--- src/rtl/clk_div_pkg.sv ---
// Shared definitions for the programmable clock divider controller.
package clk_div_pkg;

    typedef enum logic [1:0] {
        IDLE = 2'd0,
        RUN  = 2'd1,
        PEND = 2'd2
    } state_e;

    localparam int unsigned MIN_DIV = 2;

endpackage

--- src/rtl/clk_div_ctrl.sv ---
// Integer clock divider with ratio handshake; ratio changes land on period boundaries.
// Optional stop/start control via the run port when CLK_DIV_CTRL_DIV_STOP_EN is defined.
module clk_div_ctrl
    import clk_div_pkg::*;
#(
    parameter int unsigned CNT_W   = 8,
    parameter int unsigned DIV_RST = 5
) (
    input  logic             clk_in,
    input  logic             rst,
    input  logic             cfg_valid,
    input  logic [CNT_W-1:0] cfg_div,
`ifdef CLK_DIV_CTRL_DIV_STOP_EN
    input  logic             run,
`endif
    output logic             cfg_ready,
    output logic             cfg_err,
    output logic             clk_p,
    output logic             div_en,
    output logic             odd_flag,
    output logic [CNT_W-1:0] cur_div,
    output logic             apply
);

    localparam int unsigned     HALF_W    = CNT_W + 1;
    localparam logic [CNT_W-1:0] DIV_RST_V = CNT_W'(DIV_RST);
`ifdef CLK_DIV_CTRL_DIV_STOP_EN
    localparam state_e          RST_STATE = IDLE;
`else
    localparam state_e          RST_STATE = RUN;
`endif

    state_e             state_q, state_d;
    logic [CNT_W-1:0]   cnt_q, cnt_d;
    logic [CNT_W-1:0]   cur_div_q, cur_div_d;
    logic [CNT_W-1:0]   pend_div_q, pend_div_d;
    logic               clk_p_q, clk_p_d;
    logic               div_en_q, div_en_d;
    logic               apply_q, apply_d;
    logic               cfg_err_q, cfg_err_d;
    logic               odd_q, odd_d;
    logic               cfg_ready_q, cfg_ready_d;

    logic               run_req;
    logic               hs;
    logic               legal;
    logic               last;
    logic               active_d;
    logic [HALF_W-1:0]  half_d;

`ifdef CLK_DIV_CTRL_DIV_STOP_EN
    assign run_req = run;
`else
    assign run_req = 1'b1;
`endif

    // Next-state, counter and ratio update
    always_comb begin
        state_d    = state_q;
        cnt_d      = cnt_q;
        cur_div_d  = cur_div_q;
        pend_div_d = pend_div_q;
        apply_d    = 1'b0;
        cfg_err_d  = 1'b0;

        hs    = cfg_valid && cfg_ready_q;
        legal = (cfg_div >= CNT_W'(MIN_DIV));
        last  = (cnt_q == (cur_div_q - CNT_W'(1)));

        if (hs && !legal) begin
            cfg_err_d = 1'b1;
        end

        unique case (state_q)
            IDLE: begin
                cnt_d = '0;
                if (hs && legal) begin
                    cur_div_d = cfg_div;
                    apply_d   = 1'b1;
                end
                if (run_req) begin
                    state_d = RUN;
                end
            end
            RUN: begin
                cnt_d = last ? '0 : (cnt_q + CNT_W'(1));
                if (hs && legal) begin
                    pend_div_d = cfg_div;
                    state_d    = PEND;
                end else if (last && !run_req) begin
                    state_d = IDLE;
                end
            end
            PEND: begin
                cnt_d = last ? '0 : (cnt_q + CNT_W'(1));
                if (last) begin
                    cur_div_d  = pend_div_q;
                    pend_div_d = '0;
                    apply_d    = 1'b1;
                    state_d    = run_req ? RUN : IDLE;
                end
            end
            default: begin
                state_d = RST_STATE;
                cnt_d   = '0;
            end
        endcase
    end

    // Outputs are derived from next-cycle values so the registered copies line up with cnt_q
    always_comb begin
        active_d    = (state_d != IDLE);
        half_d      = (HALF_W'(cur_div_d) + HALF_W'(1)) >> 1;
        clk_p_d     = active_d && (HALF_W'(cnt_d) < half_d);
        div_en_d    = active_d && (cnt_d == (cur_div_d - CNT_W'(1)));
        odd_d       = cur_div_d[0];
        cfg_ready_d = (state_d != PEND);
    end

    always_ff @(posedge clk_in or posedge rst) begin
        if (rst) begin
            state_q     <= RST_STATE;
            cnt_q       <= '0;
            cur_div_q   <= DIV_RST_V;
            pend_div_q  <= '0;
            clk_p_q     <= 1'b0;
            div_en_q    <= 1'b0;
            apply_q     <= 1'b0;
            cfg_err_q   <= 1'b0;
            odd_q       <= DIV_RST_V[0];
            cfg_ready_q <= 1'b1;
        end else begin
            state_q     <= state_d;
            cnt_q       <= cnt_d;
            cur_div_q   <= cur_div_d;
            pend_div_q  <= pend_div_d;
            clk_p_q     <= clk_p_d;
            div_en_q    <= div_en_d;
            apply_q     <= apply_d;
            cfg_err_q   <= cfg_err_d;
            odd_q       <= odd_d;
            cfg_ready_q <= cfg_ready_d;
        end
    end

    assign cfg_ready = cfg_ready_q;
    assign cfg_err   = cfg_err_q;
    assign clk_p     = clk_p_q;
    assign div_en    = div_en_q;
    assign odd_flag  = odd_q;
    assign cur_div   = cur_div_q;
    assign apply     = apply_q;

endmodule

--- config.mk ---
export PLATFORM = sky130hd
export DESIGN_NAME = clk_div_ctrl
export DESIGN_NICKNAME = d
export VERILOG_FILES = /design/src/rtl/clk_div_pkg.sv /design/src/rtl/clk_div_ctrl.sv
export SDC_FILE = /design/constraint.sdc
export NUM_CORES = 1
export LEC_CHECK = 0
export CAP_MARGIN = 5
export CORE_MARGIN = 4
export CORE_UTILIZATION = 35
export CTS_CLUSTER_DIAMETER = 120
export DETAILED_ROUTE_END_ITERATION = 16
export PLACE_DENSITY = 0.64
export SLEW_MARGIN = 20
export SYNTH_ARGS = -nofsm -noshare
export SYNTH_HDL_FRONTEND = slang
export SYNTH_SLANG_ARGS = --single-unit
--- constraint.sdc ---
create_clock -name clk_in -period 3.7 [get_ports clk_in]
set_input_delay 0.74 -clock clk_in [delete_from_list [all_inputs] [get_ports clk_in]]
set_output_delay 0.74 -clock clk_in [all_outputs]
set_load 0.01 [all_outputs]
---- Word level (Yosys, flattened, before mapping) ----
Index checks and enable logic that the tools add are counted.
storage, ports and cells
  register bits ........................... 32
  input port bits ......................... 11
  output and inout port bits .............. 14
  word-level logic and storage cells ...... 49
cells by class
  $add $sub $neg .......................... 4
  magnitude comparators ................... 2
  equality and inequality tests ........... 7
  mux-type cells .......................... 15
  reduce and logical (&&, ||, !) cells .... 11
operators by type and width
  cell                 number
  $mux 8               6
  $pmux 8 s2           2
  $eq 8x8->1           2
  $sub 8x1->8 const B  2
  $add 8x1->9 const B  1
  $add 8x1->8 const B  1
  $ge 8x2->1 const B   1
  $lt 8x8->1           1
  $ne 2x2->1 const B   3
  $logic_and 1x1->1    5
  $mux 2               2
  $pmux 2 s2           1
  $reduce_bool 2->1    2
  $mux 1               3
  $reduce_and 3->1     1
  $eq 2x1->1 const B   1
  $eq 2x2->1 const B   1
  $logic_not 2->1      1
  $pmux 1 s2           1
  $reduce_or 2->1      1
  $logic_not 1->1      1

---- Depth between registers and ports, before layout ----
Gate-level depths: netlist of the first run.
  depth in word-level cells ............... 7
  gate-level depth with buffers ........... 18
  gate-level depth less buffers ........... 17

---- Worst setup path before layout of the first run ----
OpenSTA, ideal clock, no wires.
  path type ............................... reg-to-reg
  from .................................... register cur_div_q[0] (netlist: cur_div[0])
  to ...................................... register clk_p_q (netlist: clk_p)
  library setup time ...................... 0.065 ns
  data arrival time ....................... 3.901 ns
  data required time ...................... 3.635 ns
  path slack .............................. -0.265 ns
  stages on the path, launching flop included .. 19
  path through ............................ dfstp_2 > inv_1 > ha_1 > xor2_1 > xnor2_1 > nand4b_1 > or2_2 > clkbuf_1 > nor3_2 > a22oi_4 > inv_1 > ha_1 > nand3_1 > xnor2_1 > ha_1 > a21o_1 > a21o_1 > a211oi_1 > o21a_1
on the way
  longest elaborated chain between the ends .. 7
  elaborated cells on any way between the ends .. 13
RTL lines
  item                    RTL line             source
  from (decl)             clk_div_ctrl.sv:35   logic [CNT_W-1:0] cur_div_q, cur_div_d;
  from (signal assigned)  clk_div_ctrl.sv:135  cur_div_q <= cur_div_d;
  $sub 8x1->8             clk_div_ctrl.sv:68   last = (cnt_q == (cur_div_q - CNT_W'(1)));
  $eq 8x8->1              clk_div_ctrl.sv:68
  $mux 8                  clk_div_ctrl.sv:96   if (last) begin
  $pmux 8 s2 *            clk_div_ctrl.sv:74   unique case (state_q)
  net cur_div_d[0]        clk_div_ctrl.sv:35
  $add 8x1->9 *           clk_div_ctrl.sv:113  half_d = (HALF_W'(cur_div_d) + HALF_W'(1)) >> 1;
  $lt 8x8->1 *            clk_div_ctrl.sv:114  clk_p_d = active_d && (HALF_W'(cnt_d) < half_d);
  $logic_and 1x1->1 *     clk_div_ctrl.sv:114
  net clk_p_d             clk_div_ctrl.sv:37   logic clk_p_q, clk_p_d;
  to (signal assigned)    clk_div_ctrl.sv:137  clk_p_q <= clk_p_d;
  to (decl)               clk_div_ctrl.sv:37
The timed path passes the listed nets; every way through them passes the cells marked *.
A chain may end at the register's enable or synchronous reset.

---- Worst setup path in the final report of the first run ----
  from .................................... register cur_div_q[1] (netlist: cur_div[1])
  to ...................................... register clk_p_q (netlist: clk_p)
The elaborated chain is that of the path after synthesis.

==> run_results.csv, run 1 <==
group,metric,value,unit
outcome,status,"finished with violations",
outcome,violations,"setup timing",
floorplanning,ios,25,
final_layout,syn_to_final_growth,40.9,%
floorplanning,initial_utilization,35.9,%
logic_synthesis,postSynthAreaPerCell,8.93,sq um
floorplanning,num_rows,30,
worst_hold_path,hold_class,"reg -> reg",
placement,dp_hpwl,5740,um
logic_synthesis,syn_nets,298,
worst_setup_path,critPathMaxStageDelay,0.57,ns
worst_setup_path,crit_type,"reg -> reg",
sta,worstMarginPinSlew,0.705,ns
placement,place_inst,434,
sta,fmax,268,MHz
floorplanning,die_w,91.5,um
global_routing,grt_max_degree,32,
clocking,cts_tree,"done",
worst_setup_path,worst_path_max_delay_cell,"or4_4",
final_layout,num_antenna_cells,0,
pwr,power.density,979,nW/um^2
drt,firstDrtPassIters,4,
clocking,cts_root_buf,"clkbuf_8",
global_routing,grt_pass1_vias,2383,
final_layout,multi_input_area,1680,sq um
sta,setup_viol_count_final,2,
final_layout,drive_gt1_share,30.4,%
global_routing,antenna_found_initial,0,
drt,drt_iter0_drc,151,
drt,num_vias,2393,
sta,whs,0.506,ns
floorplanning,dieArea,8370,sq um
final_layout,fin_area,3440,sq um
worst_setup_path,path_delay_family,"compound AO/OA/AOI/OAI gates",
placement,io_buffers,24,
logic_synthesis,netlist_area,2440,sq um
sta,slew_viol_final,0,
logic_synthesis,synth_cell_types,56,
run,maxCapViolCount,0,
sta,rsz0062_at_grt,"yes",
worst_setup_path,startpoint_type,"flop",
worst_setup_path,critPathCaptureType,"flop",
clocking,htree_levels,2,
drt,drc,0,
sta,finalCritPeriodShare,101,%
sta,slew_headroom,52.8,%
clocking,cts_sinks,31,
global_routing,grt_pass1_wl,12100,um
worst_setup_path,crit_chain,"or4_4 > o211a_1 > a311o_1 > a31oi_4 > buf_6 > nor3_2 > a311oi_2 > buf_4 > inv_4 > ha_4 > nand3_2 > xnor2_1 > ha_1 > a21o_1 > a21o_1 > a211oi_2 > o21a_1",
final_layout,final_cells,448,
drt,drt-total-wl,7280,um
placement,gp_congestion,0.876,
logic_synthesis,ys_warn_count,0,
clocking,ctsHoldBuffers,0,
final_layout,layout_commonest_cell,"buf_4",
logic_synthesis,synth_edf_count,0,
clocking,clkLatencyLatePin,0.28,ns
global_routing,grtUsageTotal,18.1,%
drt,vias_per_cell,5.34,
placement,placed_area,3190,sq um
sta,finalHoldViolCount,0,
logic_synthesis,synth_ff_type,"dfrtp_1",
logic_synthesis,syn_inst,273,
sta,setup_ws,-0.0258,ns
worst_setup_path,cpMostUsedCell,"a21o_1",
clocking,cts_buffer_depth,2,
final_layout,fill_cells,636,
final_layout,final_util,50.6,%
clocking,clkTransAtPathRegs,0.07,ns
logic_synthesis,synth-seq-cells,31,
logic_synthesis,async_reset_ff_share,100,%
final_layout,layout_common_cells,"55 x buf_4, 27 x dfrtp_1, 24 x xnor2_1, 24 x clkdlybuf4s50_1, 21 x nand2_1",
floorplanning,die_h,91.5,um
final_layout,nets,376,
logic_synthesis,synth-seq-area-share,32.0,%
drt,drt-wirelength-per-cell,16.2,um
sta,fin_crit,3.73,ns
sta,clock_skew,0.00969,ns
worst_setup_path,crit_fanout,4,
final_layout,seq_area,781,sq um
drt,antenna_left,0,
pwr,irDropWorstVdd,0.286,mV
worst_setup_path,critPathRequiredTime,3.93,ns
clocking,cts_buffers,5,
floorplanning,core_area,6790,sq um
global_routing,grt_overflow,0,
pwr,p_leak,1.46,nW
worst_setup_path,crit_buf_inv,3,
worst_setup_path,arrival,3.95,ns
## metal layers
layer / routed length, um / share of wire, % / global-route usage (%) / up-vias
li1: - / - / - / 1150
met1: 3310 / 45 / 24.7 / 1167
met2: 3460 / 48 / 28.8 / 60
met3: 340 / 4.7 / 2.90 / 16
met4: 169 / 2.3 / 6.41 / 0
met5: 0 / 0 / 0 / -
## metrics by stage
step                setup TNS [ns]  total power (W)  setup WS, ns
floorplan                        0          0.00198        0.0143
global placement            -0.148          0.00283        -0.143
detailed placement          -0.259          0.00287        -0.199
CTS                              0          0.00332        0.0117
global route                -0.394          0.00362        -0.199
finish                     -0.0492          0.00336       -0.0258
## worst paths after layout
path	slack [ns]	from	end	cells after the start
min in group asynchronous	0.84	rst	pend_div_q[7]	3
hold reg to reg	0.51	pend_div_q[7]	pend_div_q[7]	1
setup / recovery	-0.03	cur_div[1]	clk_p	17
hold / removal	0.51	pend_div_q[7]	pend_div_q[7]	1
max in group asynchronous	2.52	rst	cur_div[0]	3
setup reg to reg	-0.03	cur_div[1]	clk_p	17
## state kept, by name, summed over array words and instances, names as in the netlist
name and flops:
div_en 1, cnt_q 8, clk_p 1, cfg_err 1, cfg_ready 1, cur_div 8, pend_div_q 8, state_q 2
apply 1
## cell usage after synthesis (2+ instances only)
library cell / n / area share [%]
a21o_1: 5 / 1.5
a21oi_1: 7 / 1.4
ha_1: 14 / 7.2
a31oi_1: 3 / 0.77
o21a_1: 2 / 0.62
a32o_1: 2 / 0.82
nand2_1: 22 / 3.4
clkbuf_1: 8 / 1.2
nor3_2: 2 / 0.82
mux2_2: 2 / 0.92
nand4b_1: 2 / 0.72
a311oi_2: 2 / 1.2
xnor2_1: 25 / 9.0
and3_1: 7 / 1.8
dfrtp_1: 27 / 28
nor4_1: 5 / 1.3
xor2_1: 4 / 1.4
a221oi_2: 2 / 1.2
o31ai_1: 2 / 0.62
nor2b_1: 4 / 1.0
nand4_1: 3 / 0.77
inv_2: 3 / 0.46
nor2_1: 21 / 3.2
nor3_1: 8 / 1.6
inv_1: 16 / 2.5
or3_1: 3 / 0.77
dfstp_2: 4 / 4.3
a22o_1: 9 / 3.2
nand3_1: 11 / 2.3
a22oi_1: 2 / 0.62
o211a_1: 2 / 0.82
o211ai_1: 4 / 1.2
o21ai_0: 12 / 2.5
a211oi_1: 3 / 0.92
a31o_2: 2 / 0.72
nand2b_1: 3 / 0.77
## cell families (layout without fill, tap and decap cells)
kind of cell               count (synthesis)  after routing  share of synthesized area, %
AOI/OAI and AO/OA                         67             67                          22.8
xor gates and xnor gates                  29             29                          10.4
adders and majority gates                 14             14                          7.18
muxes                                      3              3                          1.33
and+or+nand+nor                           99             99                          21.4
buffers and inverters                     30            109                          4.82
DFF                                       31             31                          32.0
## layout make-up
type,instances,share of cell area [%]
clock buffer,6,2.11
multi-input combinational,212,48.8
tap,96,3.50
inverter,19,2.22
timing repair buffer,82,20.2
clock inverter,2,0.364
sequential,31,22.7
## report_power, final
part           internal (W)  leakage [nW]  switching (W)
clock network      0.000131        0.0412       0.000136
logic               0.00121          1.03        0.00129
registers          0.000484         0.388       0.000107
## what timing repair did
action	CTS	global route
setup endpoints to repair	2	2
pin swaps	16	2
gates resized for setup	17	4
setup buffers	8	0
gates cloned	0	0
(Power assumes the default switching activity.)
==> run 2: changes to the inputs <==
Settings changed: CTS_BUF_LIST set to sky130_fd_sc_hd__clkbuf_16.
==> run_results.csv, run 2 (synthesized netlist as in run 1, its figures left out) <==
group,metric,value,unit
outcome,status,"finished with violations",
outcome,violations,"setup timing",
floorplanning,die_w,91.5,um
sta,slew_viol_final,0,
worst_setup_path,ff2ff_setup_slack,-0.03,ns
global_routing,grtUsageTotal,18.3,%
drt,drc,0,
clocking,cts_buffer_depth,2,
clocking,ctsHoldBuffers,0,
final_layout,layout_common_cells,"56 x buf_4, 27 x dfrtp_1, 24 x clkdlybuf4s50_1",
sta,rsz0062_at_grt,"yes",
floorplanning,num_rows,30,
drt,drt-wirelength-per-cell,16.3,um
final_layout,drive_gt1_share,31.4,%
worst_setup_path,critPathCaptureType,"flop",
sta,setup_viol_count_final,2,
pwr,p_sw,0.00157,W
pwr,p_sw_share,44.4,%
global_routing,grt_max_degree,32,
final_layout,num_antenna_cells,0,
final_layout,syn_to_final_growth,44.4,%
clocking,cts_root_buf,"clkbuf_16",
drt,drt_iter0_drc,138,
placement,gp_congestion,0.876,
worst_setup_path,reg2regPathDepth,14,
placement,place_ws,-0.199,ns
drt,vias_per_cell,5.36,
worst_hold_path,min_from,"pend_div_q[7]",
pwr,irDropWorstVdd,0.333,mV
pwr,finalPower,0.00353,W
sta,finalCritPeriodShare,101,%
pwr,power.density,1000,nW/um^2
global_routing,grt_pass1_wl,12200,um
sta,slew_headroom,51.5,%
sta,whs,0.502,ns
final_layout,layout_commonest_cell,"buf_4",
floorplanning,die_h,91.5,um
pwr,pwr-share-clk,11.2,%
worst_setup_path,cpMostUsedCell,"buf_4",
final_layout,nets,377,
global_routing,grt_pass1_vias,2380,
pwr,p_int,0.00196,W
sta,setup_ws,-0.0294,ns
floorplanning,ios,25,
worst_setup_path,crit_fanout,6,
pwr,combPwrFrac,72.0,%
worst_setup_path,critPathRequiredTime,3.84,ns
sta,finalHoldViolCount,0,
worst_hold_path,hold_class,"reg -> reg",
worst_hold_path,hold-path-endpoint,"pend_div_q[7]",
worst_setup_path,critPathLaunch,"cur_div[1]",
floorplanning,dieArea,8370,sq um
sta,clock_skew,0.00292,ns
worst_setup_path,regToRegStartpoint,"cur_div[1]",
worst_setup_path,arrival,3.87,ns
clocking,cts_tree,"done",
sta,fmax,268,MHz
drt,drt-total-wl,7330,um
placement,place_inst,434,
sta,worstMarginPinSlew,0.725,ns
final_layout,fill_cells,624,
clocking,clkTransAtPathRegs,0.05,ns
worst_setup_path,r2r_end,"div_en",
clocking,clkLatencyLatePin,0.27,ns
final_layout,final_util,51.8,%
worst_setup_path,worst_path_max_delay_cell,"or4_4",
clocking,cts_buffers,5,
global_routing,grt_overflow,0,
global_routing,antenna_found_initial,0,
clocking,cts_sinks,31,
pwr,p_leak,1.50,nW
placement,io_buffers,24,
floorplanning,initial_utilization,35.9,%
worst_setup_path,crit_chain,"or4_4 > o211a_1 > a311o_1 > a31oi_4 > buf_12 > nor3_4 > a22oi_4 > inv_4 > buf_4 > buf_4 > o211ai_1 > a211oi_1 > a2111oi_1 > nor4_2",
drt,num_vias,2406,
sta,fin_crit,3.73,ns
placement,dp_hpwl,5740,um
worst_hold_path,min_delay_path_depth,1,
worst_setup_path,crit_type,"reg -> reg",
drt,firstDrtPassIters,4,
worst_setup_path,startpoint_type,"flop",
floorplanning,core_area,6790,sq um
drt,antenna_left,0,
final_layout,final_cells,449,
worst_setup_path,critPathMaxStageDelay,0.57,ns
run,maxCapViolCount,0,
pwr,sequentialPowerShare,16.8,%
clocking,htree_levels,2,
[run 2: cell count changes in the layout (fill, tap and decap cells not counted)]
cell / previous run / this run
clkbuf_1: 1 / 0
inv_2: 2 / 3
xnor2_1: 24 / 23
xnor2_2: 1 / 2
nor2_1: 19 / 18
clkbuf_16: 0 / 5
a21boi_0: 1 / 0
a21boi_1: 0 / 1
clkbuf_8: 5 / 0
a311oi_2: 2 / 1
a311oi_4: 0 / 1
nor2_2: 2 / 3
buf_4: 55 / 56
[run 2: per-layer routing]
| layer | vias to the layer above | wire, um | track usage [%] |
|---|---|---|---|
| met3 | 12 | 273 | 3.15 |
| met1 | 1187 | 3350 | 24.8 |
| li1 | 1152 | - | - |
| met2 | 55 | 3570 | 29.0 |
| met5 | - | 0 | 0 |
| met4 | 0 | 136 | 6.28 |
[run 2: worst max-delay path by stage]
stage	endpoint	slack (ns)	depth (start not counted)
after floorplan	clk_p	0.01	18
after global placement	clk_p	-0.14	15
after detailed placement	clk_p	-0.20	15
after CTS	clk_p	0.01	17
after global routing	clk_p	-0.17	17
final	div_en	-0.03	14
[run 2: power by group through the flow]
stage                     sequential, W  clock, W  combinational, W
after global placement         0.000589         0           0.00224
after floorplan                0.000612         0           0.00137
final                          0.000593  0.000395           0.00254
after detailed placement       0.000595         0           0.00227
after global routing           0.000612  0.000415           0.00276
after CTS                      0.000592  0.000402           0.00246
[run 2: critical path: cells and delay by family, from the launching register on]
family	cells	cell delay, ns
flops	1	0.38
buf+inv	4	0.52
compound gates	7	1.95
simple gates	3	0.74
[run 2: through the flow]
| stage | cell area (sq um) | TNS (ns) |
|---|---|---|
| floorplan | 2480 | 0 |
| global placement | 3190 | -0.148 |
| detailed placement | 3190 | -0.259 |
| CTS | 3470 | 0 |
| global route | 3520 | -0.344 |
| finish | 3520 | -0.0437 |
[run 2: repair_timing]
action	CTS	global route
endpoints found under the hold margin	0	0
pin swaps	16	3
gates resized for setup	17	9
buffers inserted	8	1
endpoints found under the setup margin	2	2
[run 2: cell type report]
class | instances | area (sq um) | share of cell area (%)
repair buffers | 83 | 703 | 20.0
inverters | 19 | 76.3 | 2.17
flip-flops and latches | 31 | 781 | 22.2
multi-input cells | 212 | 1700 | 48.3
clock buffers | 5 | 125 | 3.55
clock inverters | 3 | 16.3 | 0.462
well taps | 96 | 120 | 3.41
==> run 3: changes to the inputs <==
Settings changed: CORE_ASPECT_RATIO set to 0.9, GPL_TIMING_DRIVEN set to 0.
==> run_results.csv, run 3 (synthesized netlist as in run 1, its figures left out) <==
group,metric,value,unit
outcome,status,"finished with violations",
outcome,violations,"setup timing",
sta,slew_headroom,50.5,%
worst_setup_path,critPathCaptureType,"flop",
final_layout,layout_commonest_cell,"dfrtp_1",
worst_setup_path,critPathRequiredTime,3.87,ns
worst_setup_path,r2r_end,"div_en",
final_layout,final_util,51.0,%
sta,slew_viol_final,0,
global_routing,grt_max_degree,32,
placement,gp_congestion,0.944,
sta,whs,0.504,ns
global_routing,antenna_found_initial,0,
floorplanning,ios,25,
worst_setup_path,worst_path_max_delay_cell,"or4_4",
worst_setup_path,critPathMaxStageDelay,0.57,ns
sta,setup_ws,-0.114,ns
global_routing,grt_overflow,0,
global_routing,grtUsageTotal,18.3,%
drt,firstDrtPassIters,5,
floorplanning,die_w,96.0,um
final_layout,layout_common_cells,"27 x dfrtp_1, 26 x buf_4, 24 x clkdlybuf4s50_1",
final_layout,final_cells,420,
drt,drt-total-wl,7220,um
worst_setup_path,arrival,3.98,ns
global_routing,grt_pass1_wl,11800,um
pwr,power.density,1020,nW/um^2
pwr,finalPower,0.00348,W
clocking,htree_levels,2,
final_layout,fill_cells,606,
clocking,cts_root_buf,"clkbuf_16",
clocking,cts_buffer_depth,2,
final_layout,num_antenna_cells,0,
floorplanning,initial_utilization,36.6,%
sta,fmax,262,MHz
placement,dp_hpwl,5110,um
drt,num_vias,2385,
drt,antenna_left,0,
sta,clock_skew,0.00583,ns
clocking,cts_buffers,5,
worst_setup_path,startpoint_type,"flop",
final_layout,syn_to_final_growth,39.1,%
global_routing,grt_pass1_vias,2326,
worst_setup_path,reg2regPathDepth,11,
worst_setup_path,crit_fanout,5,
sta,fin_crit,3.81,ns
sta,finalCritPeriodShare,103,%
pwr,p_leak,1.39,nW
floorplanning,die_h,87.2,um
final_layout,drive_gt1_share,27.3,%
worst_hold_path,min_delay_path_depth,1,
drt,drt-wirelength-per-cell,17.2,um
sta,worstMarginPinSlew,0.742,ns
worst_setup_path,ff2ff_setup_slack,-0.11,ns
final_layout,nets,354,
clocking,ctsHoldBuffers,0,
worst_hold_path,hold_class,"reg -> reg",
worst_hold_path,min_from,"pend_div_q[7]",
worst_hold_path,hold-path-endpoint,"pend_div_q[7]",
clocking,cts_sinks,31,
drt,drt_iter0_drc,188,
worst_setup_path,critPathLaunch,"cur_div[1]",
sta,finalHoldViolCount,0,
placement,place_inst,387,
pwr,irDropWorstVdd,0.364,mV
worst_setup_path,crit_chain,"or4_4 > o211a_1 > a311o_1 > a31oi_4 > nor3_2 > a311oi_4 > buf_4 > ha_1 > or4b_1 > a32o_1 > nor4_2",
floorplanning,num_rows,28,
clocking,clkLatencyLatePin,0.27,ns
floorplanning,dieArea,8370,sq um
drt,vias_per_cell,5.68,
worst_setup_path,regToRegStartpoint,"cur_div[1]",
floorplanning,core_area,6660,sq um
run,maxCapViolCount,0,
placement,io_buffers,24,
sta,rsz0062_at_grt,"yes",
drt,drc,0,
worst_setup_path,crit_type,"reg -> reg",
clocking,clkTransAtPathRegs,0.06,ns
clocking,cts_tree,"done",
sta,setup_viol_count_final,2,
-- run 3: how the worst max path moves through the flow --
stage | endpoint | slack, ns | depth (start not counted)
after floorplan | clk_p | 0.01 | 18
after global placement | clk_p | -0.83 | 15
after detailed placement | clk_p | -0.85 | 15
after CTS | clk_p | -0.05 | 15
after global routing | clk_p | -0.22 | 15
final | div_en | -0.11 | 11
-- run 3: through the flow --
step | cell area [sq um] | TNS, ns | worst slack [ns]
floorplan | 2480 | 0 | 0.0143
global placement | 2840 | -1.30 | -0.833
detailed placement | 2840 | -1.38 | -0.849
CTS | 3270 | -0.0781 | -0.0497
global route | 3390 | -0.404 | -0.220
finish | 3390 | -0.206 | -0.114
-- run 3: report_power, final --
group / switching, W / internal [W] / total (W) / leakage (nW)
registers: 0.000148 / 0.000485 / 0.000632 / 0.388
logic: 0.00128 / 0.00110 / 0.00238 / 0.922
clock network: 0.000151 / 0.000314 / 0.000465 / 0.0812
-- run 3: per-layer routing --
metal	vias to the layer above	global-route usage, %	wire length [um]
li1	1113	-	-
met1	1155	25.8	3300
met2	98	27.7	3290
met3	19	4.32	455
met4	0	5.43	165
met5	-	0	0
-- run 3: area by class of cell --
cell class / instances / area (sq um) / share of cell area (%)
clock buffer: 5 / 125 / 3.69
sequential: 31 / 781 / 23.0
multi-input combinational: 212 / 1750 / 51.6
inverter: 19 / 76.3 / 2.25
clock inverter: 3 / 38.8 / 1.14
tap: 90 / 113 / 3.32
timing repair buffer: 51 / 459 / 13.5
buffer: 9 / 50.0 / 1.48
-- run 3: critical path, delay by kind of cell, from the launching register on --
kind / cells / cell delay [ns]
AO/OA/AOI/OAI: 5 / 1.44
adder cells (fa/ha/maj): 1 / 0.25
flip-flops: 1 / 0.40
AND/OR/NAND/NOR: 4 / 1.46
buffers and inverters: 1 / 0.17
-- run 3: repair_timing --
action | 4_1_cts | 5_1_grt
endpoints found under the setup margin | 2 | 2
gates resized for setup | 22 | 17
buffers inserted | 19 | 8
pin swaps | 14 | 11
